===== src/rtl/heart_surprise_ctrl_pkg.sv =====
// Shared types and constants for the heart surprise bonus object.
package heart_pkg;

  typedef enum logic [1:0] {
    IDLE     = 2'd0,
    ACTIVE   = 2'd1,
    BLINK    = 2'd2,
    COOLDOWN = 2'd3
  } state_t;

  localparam int OBJ_W = 32;
  localparam int OBJ_H = 32;
  localparam int CNT_W = 10;

  function automatic logic [10:0] clamp11(input logic [10:0] v, input logic [10:0] lim);
    return (v > lim) ? lim : v;
  endfunction

endpackage


===== src/rtl/heart_surprise_ctrl_window.sv =====
// Registered scan-position window: offsets from the object's top-left corner
// plus a raw (visibility-agnostic) inside flag, one cycle after the pixel.
module square_object_window
  import heart_pkg::*;
#(
  parameter int OBJECT_WIDTH_X  = OBJ_W,
  parameter int OBJECT_HEIGHT_Y = OBJ_H
) (
  input  logic        clk,
  input  logic        resetN,
  input  logic [10:0] i_pixelX,
  input  logic [10:0] i_pixelY,
  input  logic [10:0] i_topLeftX,
  input  logic [10:0] i_topLeftY,
  output logic [10:0] o_offsetX,
  output logic [10:0] o_offsetY,
  output logic        o_insideRaw
);

  logic [11:0] w_rightX;
  logic [11:0] w_bottomY;
  logic        w_inside;
  logic [10:0] r_offsetX;
  logic [10:0] r_offsetY;
  logic        r_insideRaw;

  // Exclusive right/bottom edges kept in 12 bits so a box near 2047 cannot wrap.
  assign w_rightX  = {1'b0, i_topLeftX} + 12'(OBJECT_WIDTH_X);
  assign w_bottomY = {1'b0, i_topLeftY} + 12'(OBJECT_HEIGHT_Y);
  assign w_inside  = (i_pixelX >= i_topLeftX) && ({1'b0, i_pixelX} < w_rightX) &&
                     (i_pixelY >= i_topLeftY) && ({1'b0, i_pixelY} < w_bottomY);

  always_ff @(posedge clk or negedge resetN) begin
    if (!resetN) begin
      r_offsetX   <= '0;
      r_offsetY   <= '0;
      r_insideRaw <= 1'b0;
    end else begin
      r_offsetX   <= i_pixelX - i_topLeftX;
      r_offsetY   <= i_pixelY - i_topLeftY;
      r_insideRaw <= w_inside;
    end
  end

  assign o_offsetX   = r_offsetX;
  assign o_offsetY   = r_offsetY;
  assign o_insideRaw = r_insideRaw;

endmodule


===== src/rtl/heart_surprise_ctrl.sv =====
// Heart surprise lifecycle controller: spawn, timed lifetime with pre-expiry
// blink, collection, cooldown; drives the heart bitmap stage's window inputs.
module heart_surprise_ctrl
  import heart_pkg::*;
#(
  parameter int OBJECT_WIDTH_X    = OBJ_W,
  parameter int OBJECT_HEIGHT_Y   = OBJ_H,
  parameter int SCREEN_W          = 640,
  parameter int SCREEN_H          = 480,
  parameter int LIFETIME_FRAMES   = 600,
  parameter int BLINK_FRAMES      = 120,
  parameter int BLINK_HALF_PERIOD = 8,
  parameter int COOLDOWN_FRAMES   = 60
) (
  input  logic        clk,
  input  logic        resetN,
  input  logic        startOfFrame,
  input  logic [10:0] pixelX,
  input  logic [10:0] pixelY,
  input  logic        spawnReq,
  input  logic [10:0] spawnX,
  input  logic [10:0] spawnY,
  input  logic        collision,
  output logic [10:0] offsetX,
  output logic [10:0] offsetY,
  output logic        InsideRectangle,
  output logic        heartActive,
  output logic        collectedPulse,
  output logic        expiredPulse
);

  localparam logic [10:0]      MAX_X      = 11'(SCREEN_W - OBJECT_WIDTH_X);
  localparam logic [10:0]      MAX_Y      = 11'(SCREEN_H - OBJECT_HEIGHT_Y);
  localparam logic [CNT_W-1:0] LIFE_INIT  = CNT_W'(LIFETIME_FRAMES);
  localparam logic [CNT_W-1:0] BLINK_AT   = CNT_W'(BLINK_FRAMES);
  localparam logic [CNT_W-1:0] HALF_LAST  = CNT_W'(BLINK_HALF_PERIOD - 1);
  localparam logic [CNT_W-1:0] COOL_INIT  = CNT_W'(COOLDOWN_FRAMES);

  state_t           r_state, w_stateNext;
  logic [10:0]      r_topLeftX, w_topLeftXNext;
  logic [10:0]      r_topLeftY, w_topLeftYNext;
  logic [CNT_W-1:0] r_lifeCnt, w_lifeCntNext, w_lifeDec;
  logic [CNT_W-1:0] r_blinkCnt, w_blinkCntNext;
  logic [CNT_W-1:0] r_coolCnt, w_coolCntNext;
  logic             r_phaseVis, w_phaseVisNext;
  logic             w_collect, w_expire;
  logic             r_heartActive, r_collected, r_expired, r_visible;
  logic             w_insideRaw;

  square_object_window #(
    .OBJECT_WIDTH_X (OBJECT_WIDTH_X),
    .OBJECT_HEIGHT_Y(OBJECT_HEIGHT_Y)
  ) u_window (
    .clk        (clk),
    .resetN     (resetN),
    .i_pixelX   (pixelX),
    .i_pixelY   (pixelY),
    .i_topLeftX (r_topLeftX),
    .i_topLeftY (r_topLeftY),
    .o_offsetX  (offsetX),
    .o_offsetY  (offsetY),
    .o_insideRaw(w_insideRaw)
  );

  assign w_lifeDec = r_lifeCnt - CNT_W'(1);

  always_comb begin
    w_stateNext    = r_state;
    w_topLeftXNext = r_topLeftX;
    w_topLeftYNext = r_topLeftY;
    w_lifeCntNext  = r_lifeCnt;
    w_blinkCntNext = r_blinkCnt;
    w_coolCntNext  = r_coolCnt;
    w_phaseVisNext = r_phaseVis;
    w_collect      = 1'b0;
    w_expire       = 1'b0;
    case (r_state)
      IDLE: begin
        if (spawnReq) begin
          w_stateNext    = ACTIVE;
          w_topLeftXNext = clamp11(spawnX, MAX_X);
          w_topLeftYNext = clamp11(spawnY, MAX_Y);
          w_lifeCntNext  = LIFE_INIT;
        end
      end
      ACTIVE, BLINK: begin
        // Collision is checked first so it beats a simultaneous lifetime end.
        if (collision) begin
          w_stateNext   = COOLDOWN;
          w_coolCntNext = COOL_INIT;
          w_collect     = 1'b1;
        end else if (startOfFrame) begin
          w_lifeCntNext = w_lifeDec;
          if (w_lifeDec == '0) begin
            w_stateNext   = COOLDOWN;
            w_coolCntNext = COOL_INIT;
            w_expire      = 1'b1;
          end else if (r_state == ACTIVE) begin
            if (w_lifeDec == BLINK_AT) begin
              w_stateNext    = BLINK;
              w_blinkCntNext = '0;
              w_phaseVisNext = 1'b1;
            end
          end else if (r_blinkCnt == HALF_LAST) begin
            w_blinkCntNext = '0;
            w_phaseVisNext = ~r_phaseVis;
          end else begin
            w_blinkCntNext = r_blinkCnt + CNT_W'(1);
          end
        end
      end
      COOLDOWN: begin
        if (startOfFrame) begin
          if (r_coolCnt <= CNT_W'(1)) begin
            w_stateNext   = IDLE;
            w_coolCntNext = '0;
          end else begin
            w_coolCntNext = r_coolCnt - CNT_W'(1);
          end
        end
      end
      default: w_stateNext = IDLE;
    endcase
  end

  always_ff @(posedge clk or negedge resetN) begin
    if (!resetN) begin
      r_state       <= IDLE;
      r_topLeftX    <= '0;
      r_topLeftY    <= '0;
      r_lifeCnt     <= '0;
      r_blinkCnt    <= '0;
      r_coolCnt     <= '0;
      r_phaseVis    <= 1'b0;
      r_heartActive <= 1'b0;
      r_collected   <= 1'b0;
      r_expired     <= 1'b0;
      r_visible     <= 1'b0;
    end else begin
      r_state       <= w_stateNext;
      r_topLeftX    <= w_topLeftXNext;
      r_topLeftY    <= w_topLeftYNext;
      r_lifeCnt     <= w_lifeCntNext;
      r_blinkCnt    <= w_blinkCntNext;
      r_coolCnt     <= w_coolCntNext;
      r_phaseVis    <= w_phaseVisNext;
      r_heartActive <= (w_stateNext == ACTIVE) || (w_stateNext == BLINK);
      r_collected   <= w_collect;
      r_expired     <= w_expire;
      // Sampled on the same edge as the raw window flag so both describe one pixel.
      r_visible     <= (r_state == ACTIVE) || ((r_state == BLINK) && r_phaseVis);
    end
  end

  assign InsideRectangle = w_insideRaw & r_visible;
  assign heartActive     = r_heartActive;
  assign collectedPulse  = r_collected;
  assign expiredPulse    = r_expired;

endmodule


===== config.mk =====
export PLATFORM = sky130hd
export DESIGN_NAME = heart_surprise_ctrl
export DESIGN_NICKNAME = d
export VERILOG_FILES = /design/src/rtl/heart_surprise_ctrl_pkg.sv /design/src/rtl/heart_surprise_ctrl_window.sv /design/src/rtl/heart_surprise_ctrl.sv
export SDC_FILE = /design/constraint.sdc
export NUM_CORES = 1
export LEC_CHECK = 0
export ABC_AREA = 1
export ABC_CLOCK_PERIOD_IN_PS = 5100
export CAP_MARGIN = 0
export CORE_MARGIN = 2
export CORE_UTILIZATION = 55
export CTS_CLUSTER_DIAMETER = 40
export CTS_CLUSTER_SIZE = 20
export DETAILED_ROUTE_END_ITERATION = 6
export PLACE_DENSITY_LB_ADDON = 0.15
export RECOVER_POWER = 100
export SETUP_SLACK_MARGIN = 0.4
export SYNTH_ARGS = -nofsm -noshare
export SYNTH_HDL_FRONTEND = slang
export SYNTH_SLANG_ARGS = --single-unit

===== constraint.sdc =====
create_clock -name clk -period 5.1 [get_ports clk]
set_input_delay 1.02 -clock clk [delete_from_list [all_inputs] [get_ports clk]]
set_output_delay 1.02 -clock clk [all_outputs]
set_load 0.1 [all_outputs]

== Word level (Yosys, flattened, before mapping) ==
Index checks and enable logic that the tools add are counted.

* Register bits after elaboration: 82
* Input bits: 49
* Output and inout port bits: 26
* Word-level logic and storage cells: 96

* Add/subtract/negate cells: 7
* Order comparisons: 7
* Equal/unequal tests: 14
* Mux-type cells: 33
* Bitwise operators: 4
* Reductions and logical operators: 17

{| class="wikitable"
|+ Operator list
! kind !! number
|-
| 2-to-1 mux 10 bit || 11
|-
| one-hot mux 10 bit (2 select lines) || 2
|-
| adder 11 x 6 -> 12 bit (second input constant) || 2
|-
| < comparator 11 x 12 -> 1 bit || 2
|-
| >= comparator 11 bit || 2
|-
| 2-to-1 mux 11 bit || 2
|-
| subtractor 11 bit || 2
|-
| subtractor 10 x 1 -> 10 bit (second input constant) || 2
|-
| 2-to-1 mux 2 bit || 8
|-
| greater-than comparator 11 x 10 -> 1 bit (second input constant) || 1
|-
| greater-than comparator 11 x 9 -> 1 bit (second input constant) || 1
|-
| adder 10 x 1 -> 10 bit (second input constant) || 1
|-
| == test 10 x 3 -> 1 bit (second input constant) || 1
|-
| == test 10 x 7 -> 1 bit (second input constant) || 1
|-
| less-or-equal comparator 10 x 1 -> 1 bit (second input constant) || 1
|-
| zero test 10 bit || 1
|-
| 2-to-1 mux 1 bit || 9
|-
| != test 2 bit (second input constant) || 4
|-
| AND reduction 4 bit || 2
|-
| == test 2 bit (second input constant) || 3
|-
| != test 3 bit (second input constant) || 2
|-
| one-hot mux 2 bit (3 select lines) || 1
|-
| AND reduction 6 bit || 1
|-
| nonzero test 2 bit || 3
|-
| other kinds (10) || 17
|}

== Logic depth before layout (Yosys ltp) ==
* Depth after elaboration: 10
* Depth in mapped cells: 16
* Depth with buffers taken out: 16

== Cells and area by module ==
From an unflattened synthesis, not the netlist that was laid out.

* Cell total of the unflattened synthesis: 721
* Area, all modules: 5544.1 µm²

{| class="wikitable"
|+ Modules (own cells, without submodules)
! module !! times used !! cells each !! area each (µm²) !! sequential area each (µm²)
|-
| heart_surprise_ctrl || 1 || 419 || 3306.9 || 1476.4
|-
| square_object_window || 1 || 302 || 2237.1 || 575.6
|}

== Worst setup path before layout ==
OpenSTA, ideal clock, no wires.

* Path type: in2reg
* From: in pixelY[0]
* To: reg u_window.r_insideRaw, in the netlist u_window.o_insideRaw
* Library setup time: 0.116 ns
* Data arrival time: 2.618 ns
* Data required time: 4.984 ns
* Slack: 2.367 ns
* Stages on the path: 13
* Buffers on the path: 0
* Cells stage by stage: inv_1 -> ha_1 -> fa_1 -> o21ai_0 -> nand2_1 -> a21oi_1 -> nor2_1 -> o21ai_0 -> nand2_1 -> nand2_1 -> a21oi_1 -> nor2_1 -> nor2_1

* Word-level cells in the longest chain between the ends: 3
* Elaborated cells on any way between the ends: 4
* Those cells by class: order compare (2); reduce/logical (2)

{| class="wikitable"
|+ RTL lines
! what !! RTL line !! source
|-
| start, declared || heart_surprise_ctrl.sv:19 || <nowiki>input logic [10:0] pixelY,</nowiki>
|-
| >= comparator 11 bit || heart_surprise_ctrl_window.sv:31 || <nowiki>(i_pixelY >= i_topLeftY) && ({1'b0, i_pixelY} < w_bottomY);</nowiki>
|-
| logical AND 1 bit || heart_surprise_ctrl_window.sv:30 || <nowiki>assign w_inside = (i_pixelX >= i_topLeftX) && ({1'b0, i_pixelX} < w_rightX) &&</nowiki>
|-
| logical AND 1 bit (*) || heart_surprise_ctrl_window.sv:31 ||
|-
| via u_window.w_inside || heart_surprise_ctrl_window.sv:22 || <nowiki>logic w_inside;</nowiki>
|-
| end signal, assigned || heart_surprise_ctrl_window.sv:41 || <nowiki>r_insideRaw <= w_inside;</nowiki>
|-
| end, declared || heart_surprise_ctrl_window.sv:25 || <nowiki>logic r_insideRaw;</nowiki>
|}

The timed path passes the listed nets; every way through them passes the cells marked *.
A chain may end at the register's enable or synchronous reset.

== Worst setup path in the final report ==
* From: in collision
* To: reg r_coolCnt[8]

* Word-level cells in the longest chain between the ends: 2
* Elaborated cells on any way between the ends: 5
* Those cells by class: eq/ne (2); mux (2); reduce/logical (1)

{| class="wikitable"
|+ RTL lines
! what !! RTL line !! source
|-
| start, declared || heart_surprise_ctrl.sv:23 || <nowiki>input logic collision,</nowiki>
|-
| != test 3 bit (no source line) or 2-to-1 mux 10 bit (tied branches) || n/a ||
|-
| AND reduction 4 bit (no source line) or one-hot mux 10 bit (2 select lines) (tied branches) || n/a ||
|-
| end signal, assigned || heart_surprise_ctrl.sv:145 || <nowiki>r_coolCnt <= w_coolCntNext;</nowiki>
|-
| end, declared || heart_surprise_ctrl.sv:44 || <nowiki>logic [CNT_W-1:0] r_coolCnt, w_coolCntNext;</nowiki>
|}

Several ways; a longest one is shown, not always the timed one.

==> reports/qor.csv <==
metric;value;unit
start_util;56.4;%
cts_post_setup_buffers_inserted;0;
num_vias;4602;
antenna_found_initial;0;
ys_seq_area_share;39.6;%
min_to;r_visible;
cts_resized;0;
syn2layout_area_growth;19.1;%
hp-class;reg -> reg;
clk_pin_slew_worst_paths;80;ps
placed_cell_area;6020;µm²
dp_cells;817;
hold_viol;0;
die-height;101;µm
clkSinkCount;82;
power_frac_comb;61.0;%
placementRows;35;
die_area;10200;µm²
post-route-util;67.1;%
ir_drop;0.541;mV
crit_slowest_cell;a21boi_0;
post-place-ws;1570;ps
post_drt_wl_per_cell;13.6;µm
root_buffer;clkbuf_8;
track_usage;23.5;%
fin_crit_sh;67.2;%
tritoncts;yes;
fin_crit;3430;ps
grt_pass1_wl;19100;µm
fin_worst_skew;10.7;ps
r2r_end;r_coolCnt[8];
ys_types;41;
dr.pass1.iters;5;
port_buffers;74;
status;finished, violations left;
setup_viol;0;
finalWirelength;11300;µm
worstPathArrival;3680;ps
drc;0;
total_power;4.02;mW
numCtsBuffers;9;
dp_hpwl;8810;µm
path_class;in -> reg;
end_kind;flop;
worstSetupStartpoint;collision;
syn_area;5180;µm²
num-nets-final;813;
tns;0;ps
gp_congestion;0.928;
crit_chain;dlygate4sd3_1 -> nor2_1 -> inv_1 -> a21oi_1 -> a21oi_1 -> a21boi_0 -> inv_1 -> o31ai_1;
synth_cells;640;
rsz0062_at_grt;false;
detail_route.iter0.violations;156;
min_from;r_phaseVis;
postSynthAreaPerCell;8.10;µm²
io_pins;75;
leakage;2.85;nW
diodes;0;
yosysWarnings;0;
holdWs;505;ps
regToRegSetupSlack;1770;ps
ctsHtreeMaxLevel;3;
final_max_slew_viol_count;83;
synth_nets;736;
relSlewSlack;-35.4;%
fin_area;6170;µm²
min_path_cells;2;
swShare;53.2;%
powerDensity;651;nW/µm²
grt_overflow;0;
drv_cap;2;
vias_per_cell;5.52;
clk_latency;340;ps
switchingPower;2.14;mW
clockPowerShare;11.7;%
worst_ep_required_time;5350;ps
grt_max_degree;83;
core;9200;µm²
tightest_slew;2030;ps
ys_ff_latch;82;
r2r-start;r_lifeCnt[0];
grt_pass1_vias;4462;
intPower;1.88;mW
holdBufCountCts;0;
ff2ff_path_depth;11;
max_stage_delay;1140;ps
seqPwrFrac;27.3;%
violations;capacitance limit, slew limit;
fin_cells;833;
setup_ws;1670;ps
clock.fmax;0.292;GHz
crit_path_start_kind;input pin;
die_w;101;µm
drive_above_1_share;3.60;%
cts_max_path_buffers;2;
antenna_left;0;
crit_fanout;14;
## routing by layer
metal,GRT usage [%],vias up,wire [µm]
met5,0,-,0
met4,6.65,0,148
li1,-,2277,-
met1,30.1,2167,5100
met2,39.7,144,5480
met3,5.48,14,606
## sequential cells by signal (all words and copies together) (netlist names), 2 cells and up
name	cells
r_topLeftX	11
r_topLeftY	11
u_window.o_offsetX	11
u_window.o_offsetY	11
r_blinkCnt	10
r_coolCnt	10
r_lifeCnt	10
r_state	2
## layout by cell type, fill, tap and decap left out, drive strengths merged, types with 12 or more instances in the layout
| cell type | synthesis | routed |
|---|---|---|
| inv | 100 | 100 |
| clkbuf | 6 | 13 |
| nand2 | 117 | 117 |
| nor3 | 18 | 18 |
| dlygate4sd3 | 0 | 32 |
| xor2 | 21 | 21 |
| o21ai | 52 | 52 |
| clkdlybuf4s50 | 0 | 41 |
| a21oi | 32 | 32 |
| nor2 | 55 | 55 |
| nand3 | 37 | 37 |
| xnor2 | 12 | 12 |
| dfrtp | 82 | 82 |
| ha | 45 | 45 |
| nand4 | 13 | 13 |
## worst max-delay path, delay by kind of cell
family	cells	cell delay (ps)
AO/OA/AOI/OAI	4	1580
AND/OR/NAND/NOR	1	80
buffers and inverters	3	980
## how the worst max path moves through the flow
stage / to / slack (ps) / cells after the start
detailed placement: u_window.o_insideRaw / 1570 / 14
global route: r_coolCnt[8] / 1200 / 11
CTS: u_window.o_insideRaw / 1940 / 14
floorplan: u_window.o_insideRaw / 2370 / 13
global placement: u_window.o_insideRaw / 1740 / 14
finish: r_coolCnt[8] / 1670 / 8
## power groups by stage
stage | logic [mW] | registers [mW] | clock network [mW]
CTS | 2.52 | 1.10 | 0.483
finish | 2.45 | 1.10 | 0.471
detailed placement | 2.50 | 1.12 | 0
global route | 2.70 | 1.14 | 0.516
floorplan | 1.25 | 1.78 | 0
global placement | 2.43 | 1.10 | 0
## cell type report
class	count	area [µm²]
inverter	101	379
clock inverter	4	51.3
fill	784	3020
timing repair buffer	74	736
sequential	82	2050
multi-input combinational	449	2670
clock buffer	12	145
tap	111	139
## cell usage after synthesis (all sizes together)
library cell | n | share of area, %
nand3 | 37 | 3.6
nor2 | 55 | 4.4
a21boi | 1 | 0.36
clkbuf | 6 | 0.43
buf | 2 | 0.43
nand2 | 117 | 8.7
o22ai | 7 | 0.84
a21oi | 32 | 3.2
nor3 | 18 | 1.7
o21ai | 52 | 5.0
ha | 45 | 11
a221oi | 2 | 0.34
xnor2 | 12 | 2.0
a31oi | 6 | 0.84
o211ai | 1 | 0.14
clkinv | 1 | 0.072
xor2 | 21 | 3.5
nor4 | 4 | 0.48
dfrtp | 82 | 40
a41oi | 1 | 0.17
fa | 2 | 0.77
o31ai | 6 | 1.1
o2111ai | 3 | 0.51
nor3b | 2 | 0.29
nand4 | 13 | 1.7
nand3b | 3 | 0.43
a21o | 1 | 0.14
inv | 100 | 7.2
and2 | 2 | 0.24
a211oi | 3 | 0.43
o21a | 1 | 0.14
a22oi | 2 | 0.29
## cells by family after synthesis
kind of cell	Yosys count	synth area share, %
adder cells (fa/ha/maj)	47	11.6
AO/OA/AOI/OAI	118	13.5
AND/OR/NAND/NOR	251	21.5
XOR/XNOR	33	5.58
buffers and inverters	109	8.18
flip-flops	82	39.6
Power figures use the tool's default switching activity.
